<file path="config.mk">
export PLATFORM = sky130hd
export DESIGN_NAME = controle_contador_cascata_flat
export DESIGN_NICKNAME = d
export VERILOG_FILES = /design/src/rtl/controle_contador_cascata_if.sv /design/src/rtl/controle_contador_cascata.sv /design/src/flat_wrapper.sv
export SDC_FILE = /design/constraint.sdc
export NUM_CORES = 1
export LEC_CHECK = 0
export BUFFER_PORTS_ARGS = -buffer_cell sky130_fd_sc_hd__buf_2
export CORE_ASPECT_RATIO = 0.9
export CORE_UTILIZATION = 55
export DETAILED_ROUTE_END_ITERATION = 16
export PLACE_DENSITY = 0.78
export SLEW_MARGIN = 20
export SYNTH_ARGS = -nofsm -noshare
export SYNTH_HDL_FRONTEND = slang
export SYNTH_SLANG_ARGS = --single-unit
</file>
<file path="constraint.sdc">
create_clock -name clk -period 2.6 [get_ports clk]
set_input_delay 0.52 -clock clk [delete_from_list [all_inputs] [get_ports clk]]
set_output_delay 0.52 -clock clk [all_outputs]
set_load 0.01 [all_outputs]
</file>
<file path="src/rtl/controle_contador_cascata_if.sv">
// Command/status bundle between the user-side sequencer logic and the cascaded counter controller.
// The master drives command strobes and targets; the slave reports counts and FSM status.
interface controle_contador_cascata_if;
    logic       start;
    logic       stop;
    logic       clear;
    logic [3:0] target_lo;
    logic [3:0] target_hi;
    logic [3:0] cnt_lo;
    logic [3:0] cnt_hi;
    logic       carry;
    logic [1:0] state;
    logic       done;
    logic       busy;

    modport master (
        output start, stop, clear, target_lo, target_hi,
        input  cnt_lo, cnt_hi, carry, state, done, busy
    );

    modport slave (
        input  start, stop, clear, target_lo, target_hi,
        output cnt_lo, cnt_hi, carry, state, done, busy
    );
endinterface

</file>
<file path="src/rtl/controle_contador_cascata.sv">
// Start/pause/resume/clear sequencer for a prescaled mod-LO_MOD / mod-HI_MOD counter pair
// that stops on a latched terminal value (0/0 means free-running).
module controle_contador_cascata #(
    parameter int DIV    = 4,
    parameter int LO_MOD = 12,
    parameter int HI_MOD = 10
) (
    input  logic                         clk,
    input  logic                         rst,
    controle_contador_cascata_if.slave   bus
);

    localparam logic [1:0] S_IDLE  = 2'b00;
    localparam logic [1:0] S_RUN   = 2'b01;
    localparam logic [1:0] S_PAUSE = 2'b10;
    localparam logic [1:0] S_DONE  = 2'b11;

    localparam int             PW         = (DIV > 1) ? $clog2(DIV) : 1;
    localparam logic [PW-1:0]  PRESC_LAST = PW'(DIV - 1);
    localparam logic [3:0]     LO_LAST    = 4'(LO_MOD - 1);
    localparam logic [3:0]     HI_LAST    = 4'(HI_MOD - 1);

    logic [1:0]    state_reg,  state_next;
    logic [3:0]    cnt_lo_reg, cnt_lo_next;
    logic [3:0]    cnt_hi_reg, cnt_hi_next;
    logic [PW-1:0] presc_reg,  presc_next;
    logic [3:0]    tgt_lo_reg, tgt_lo_next;
    logic [3:0]    tgt_hi_reg, tgt_hi_next;
    logic          done_reg,   done_next;

    logic          tick;
    logic          carry_w;
    logic [3:0]    lo_adv;
    logic [3:0]    hi_adv;
    logic [3:0]    hi_after;
    logic          terminal;
    logic [3:0]    tgt_lo_clamped;
    logic [3:0]    tgt_hi_clamped;

    // A tick is only taken when the cycle really advances: a stop or clear that
    // cycle freezes/zeroes the count, so carry must not claim an advance either.
    assign tick     = (state_reg == S_RUN) && !bus.clear && !bus.stop
                      && (presc_reg == PRESC_LAST);
    assign carry_w  = tick && (cnt_lo_reg == LO_LAST);
    assign lo_adv   = (cnt_lo_reg == LO_LAST) ? 4'd0 : cnt_lo_reg + 4'd1;
    assign hi_adv   = (cnt_hi_reg == HI_LAST) ? 4'd0 : cnt_hi_reg + 4'd1;
    assign hi_after = carry_w ? hi_adv : cnt_hi_reg;
    assign terminal = tick && ({tgt_hi_reg, tgt_lo_reg} != 8'd0)
                      && (lo_adv == tgt_lo_reg) && (hi_after == tgt_hi_reg);

    assign tgt_lo_clamped = (32'(bus.target_lo) >= LO_MOD) ? LO_LAST : bus.target_lo;
    assign tgt_hi_clamped = (32'(bus.target_hi) >= HI_MOD) ? HI_LAST : bus.target_hi;

    always_comb begin
        state_next  = state_reg;
        cnt_lo_next = cnt_lo_reg;
        cnt_hi_next = cnt_hi_reg;
        presc_next  = presc_reg;
        tgt_lo_next = tgt_lo_reg;
        tgt_hi_next = tgt_hi_reg;
        done_next   = 1'b0;

        if (bus.clear) begin
            state_next  = S_IDLE;
            cnt_lo_next = 4'd0;
            cnt_hi_next = 4'd0;
            presc_next  = '0;
        end else begin
            case (state_reg)
                S_IDLE, S_DONE: begin
                    // stop has no meaning here, so start launches regardless of it
                    if (bus.start) begin
                        state_next  = S_RUN;
                        cnt_lo_next = 4'd0;
                        cnt_hi_next = 4'd0;
                        presc_next  = '0;
                        tgt_lo_next = tgt_lo_clamped;
                        tgt_hi_next = tgt_hi_clamped;
                    end
                end
                S_RUN: begin
                    if (bus.stop) begin
                        state_next = S_PAUSE;
                    end else begin
                        presc_next = tick ? '0 : PW'(presc_reg + 1'b1);
                        if (tick) begin
                            cnt_lo_next = lo_adv;
                            cnt_hi_next = hi_after;
                        end
                        if (terminal) begin
                            state_next = S_DONE;
                            done_next  = 1'b1;
                        end
                    end
                end
                S_PAUSE: begin
                    if (bus.stop) begin
                        state_next  = S_IDLE;
                        cnt_lo_next = 4'd0;
                        cnt_hi_next = 4'd0;
                        presc_next  = '0;
                    end else if (bus.start) begin
                        state_next = S_RUN;
                    end
                end
                default: state_next = S_IDLE;
            endcase
        end
    end

    always_ff @(posedge clk or posedge rst) begin
        if (rst) begin
            state_reg  <= S_IDLE;
            cnt_lo_reg <= 4'd0;
            cnt_hi_reg <= 4'd0;
            presc_reg  <= '0;
            tgt_lo_reg <= 4'd0;
            tgt_hi_reg <= 4'd0;
            done_reg   <= 1'b0;
        end else begin
            state_reg  <= state_next;
            cnt_lo_reg <= cnt_lo_next;
            cnt_hi_reg <= cnt_hi_next;
            presc_reg  <= presc_next;
            tgt_lo_reg <= tgt_lo_next;
            tgt_hi_reg <= tgt_hi_next;
            done_reg   <= done_next;
        end
    end

    assign bus.cnt_lo = cnt_lo_reg;
    assign bus.cnt_hi = cnt_hi_reg;
    assign bus.carry  = carry_w;
    assign bus.state  = state_reg;
    assign bus.done   = done_reg;
    assign bus.busy   = (state_reg == S_RUN) || (state_reg == S_PAUSE);

endmodule

</file>
<file path="src/flat_wrapper.sv">
// flat-port wrapper written by rule: the top's interface ports become plain ports
module controle_contador_cascata_flat 
#(
    parameter int DIV    = 4,
    parameter int LO_MOD = 12,
    parameter int HI_MOD = 10
)
  (clk, rst, bus_start, bus_stop, bus_clear, bus_target_lo, bus_target_hi, bus_cnt_lo, bus_cnt_hi, bus_carry, bus_state, bus_done, bus_busy);
  controle_contador_cascata_if bus_i ();
  input  logic clk;
  input  logic rst;
  input wire logic [$bits(bus_i.start)-1:0] bus_start;
  input wire logic [$bits(bus_i.stop)-1:0] bus_stop;
  input wire logic [$bits(bus_i.clear)-1:0] bus_clear;
  input wire logic [$bits(bus_i.target_lo)-1:0] bus_target_lo;
  input wire logic [$bits(bus_i.target_hi)-1:0] bus_target_hi;
  output wire logic [$bits(bus_i.cnt_lo)-1:0] bus_cnt_lo;
  output wire logic [$bits(bus_i.cnt_hi)-1:0] bus_cnt_hi;
  output wire logic [$bits(bus_i.carry)-1:0] bus_carry;
  output wire logic [$bits(bus_i.state)-1:0] bus_state;
  output wire logic [$bits(bus_i.done)-1:0] bus_done;
  output wire logic [$bits(bus_i.busy)-1:0] bus_busy;
  assign bus_i.start = bus_start;
  assign bus_i.stop = bus_stop;
  assign bus_i.clear = bus_clear;
  assign bus_i.target_lo = bus_target_lo;
  assign bus_i.target_hi = bus_target_hi;
  assign bus_cnt_lo = bus_i.cnt_lo;
  assign bus_cnt_hi = bus_i.cnt_hi;
  assign bus_carry = bus_i.carry;
  assign bus_state = bus_i.state;
  assign bus_done = bus_i.done;
  assign bus_busy = bus_i.busy;
  controle_contador_cascata #(.DIV(DIV), .LO_MOD(LO_MOD), .HI_MOD(HI_MOD)) u_core (.clk(clk), .rst(rst), .bus(bus_i));
endmodule
</file>
==> impl_results.md <==
- DRT iter0 DRCs: 43
- Total track usage: a little under a quarter
- CTS tree: done
- Port Buffers: 25
- Die area: about 0.0028 mm2
- DRC errors left: 0
- Ys Warns: 0
- Area leader, netlist: dfrtp_1
- Yosys top cell area share: between 30% and 40%
- Die width: about 56 um
- Row count: 17
- Clock Skew: about 0.0028 ns
- Vias per cell: 5.99
- Slew headroom: around 47%
- Worst vdd ir: slightly below 0.6 mV
- Starting Density: 58.2%
- Syn_nets: 175
- Ys flop type: dfrtp_1
- Drt pass-1 iters: 4
- Vias: 1264
- EDFF count, synth: 0
- Startpoint Class: register
- Clk root buf: clkbuf_4
- Hold_ws: between 0.3 and 0.4 ns
- Largest net degree at the start of global routing: 22
- Unrepaired setup endpoints after global routing: false
- Sequential fraction of the synthesis area: a little over a third
- Nets: 203
- Dpl cells: between 200 and 250
- Crit path arrival time: approximately 2.7 ns
- Crit path capture type: register
- P&R area growth vs syn: 12.6%
- Longest Clk Path Bufs: 2
- Hold Buf Count CTS: 0
- # IOs: 26
- GP Congestion: 0.836
- # resized after CTS: 0
- Cells after synthesis: 156
- Setup TNS: 0 ns
- Overflow after GRT: 0
- Leakage power: between 0.7 and 0.8 nW
- Total CTS buffers: 3
- Pwr dens: 667 mW/mm2
- First-pass GRT wire length: ~5.2 mm
- Drt wl/cell: roughly 14 um
- Clk slew on worst S/H paths: 0.12 ns
- Final min period: approximately 2.5 ns
- CTS sink cnt: 21
- Class of the most critical hold timing path: in2async
- Yosys cell types: 47
- Layout cells sized above 1: between 20% and 30%
- Worst-path fanout max: 8
- Setup CP Type: reg2reg
- Clock Latency Late Sink: approximately 0.32 ns
- Drt total wl: 2.93 mm
- Final ANT Viol Nets: 0
- Top cells by area, synth: dfrtp_1 37%, o21ai_0 5.9%, ha_1 5.2%, a21oi_1 4.2%, nand2_1 4.2%
- H-tree level count: 1
- Worst EP required: between 2 and 3 ns
- Core area: 0.00247 mm2
- Post-CTS Setup Inserts: 0
- Register bit total from synthesis: 21
- Max-Cap Viols: 0
- Worst-Margin Slew: slightly below 0.8 ns
- Run status: finished, final reports clean
- Antenna violations before repair: 0
- Count leader, synth: dfrtp_1
- Post-synthesis average cell area: between 9 and 10 um2
- Final Setup Violations: 0
- Final hold vios: 0
- Synth top cells by count: 21 x dfrtp_1, 17 x o21ai_0, 16 x nand2_1
- Antenna cells: 0
- PnR worst setup slack: roughly 0.14 ns
- HPWL after DPL: ~2.2 mm
- DP Worst Slack: between 0.1 and 0.15 ns
- FMAX: 0.407 GHz
- Pins Over Slew Limit: 0
- Post-synthesis cell area: between 0.001 and 0.0015 mm2
- Overall power: about 1.1 mW
- Asr flop ratio synth: 100%
- Vias in the first global route: between 1000 and 1500
- Period utilisation layout: a little over nine tenths
- Die Y: just over 50 um
- Post-Layout Cell Count: 211
metal layers:
layer	wire, um	GRT usage, %	vias to the layer above
met3	119	5.67	3
met2	1340	39.4	29
met4	12	4.47	0
li1	-	-	635
met5	0	0	-
met1	1450	31.4	597
layout by cell type (no fill, tap or decap), types with 2 or more instances in the layout:
cell type / count
nand3b_1: 2
a311oi_1: 2
or3_1: 4
clkbuf_4: 3
and3b_1: 2
ha_1: 5
a211oi_1: 5
nor3b_1: 2
nor4_1: 2
a21oi_1: 12
nor2_1: 6
buf_4: 2
mux2_2: 2
and3_1: 3
nand2b_1: 7
dfrtp_1: 21
o21ai_0: 17
buf_2: 25
nand2_1: 16
o31ai_1: 4
inv_1: 10
nand3_1: 2
power breakdown:
| group | internal [mW] | total (mW) | switching, mW |
|---|---|---|---|
| combinational | 0.208 | 0.433 | 0.225 |
| clock | 0.0576 | 0.165 | 0.108 |
| sequential | 0.400 | 0.480 | 0.0794 |
| total | 0.666 | 1.08 | 0.412 |
cell type report:
type                            count  area (um2)
Tap cell                           28        35.0
Clock buffer                        3        22.5
Multi-Input combinational cell    121         851
Inverter                           10        37.5
Timing Repair Buffer               27         140
Clock inverter                      1        5.00
Sequential cell                    21         526
Fill cell                         212         851
metrics by stage:
step / util, % / area [um2]
floorplan: - / 1440
finish: 65.5 / 1620
global placement: 64.0 / 1580
CTS: 65.2 / 1610
detailed placement: 64.0 / 1580
global route: 65.5 / 1620
path summary, 6_finish.rpt:
check | cells after the start | startpoint | end | slack [ns]
max | 7 | u_core.bus.cnt_lo[0]$_DFFE_PP0P_ | u_core.bus.state[0]$_DFFE_PP0P_ | 0.14
min | 2 | rst | u_core.bus.done$_DFF_PP0_ | 0.32
max reg2reg | 7 | u_core.bus.cnt_lo[0]$_DFFE_PP0P_ | u_core.bus.state[0]$_DFFE_PP0P_ | 0.14
min reg2reg | 2 | u_core.tgt_lo_reg[2]$_DFFE_PP0P_ | u_core.tgt_lo_reg[2]$_DFFE_PP0P_ | 0.55
max in group asynchronous | 2 | rst | u_core.bus.cnt_hi[2]$_DFFE_PP0P_ | 1.78
min in group clk | 3 | bus_target_hi[2] | u_core.tgt_hi_reg[2]$_DFFE_PP0P_ | 0.45
kinds of logic (layout without fill, tap and decap cells):
family / count (synthesis) / in the layout / share of synthesized area [%]
compound gates: 53 / 53 / 24.7
simple gates: 58 / 58 / 26.0
fa+ha+maj: 6 / 6 / 5.23
xor+xnor: 2 / 2 / 1.22
flops: 21 / 21 / 36.6
buf+inv: 14 / 41 / 4.71
mux: 2 / 2 / 1.57
critical path: stages (launching register included):
cell and delay [ns]:
dfrtp_1 0.50, ha_1 0.27, nand3b_1 0.24, or4_4 0.56, and3_4 0.19, a211oi_4 0.22, a311oi_1 0.13, a211oi_1 0.25
No activity file was read; power rests on OpenSTA's default activity.
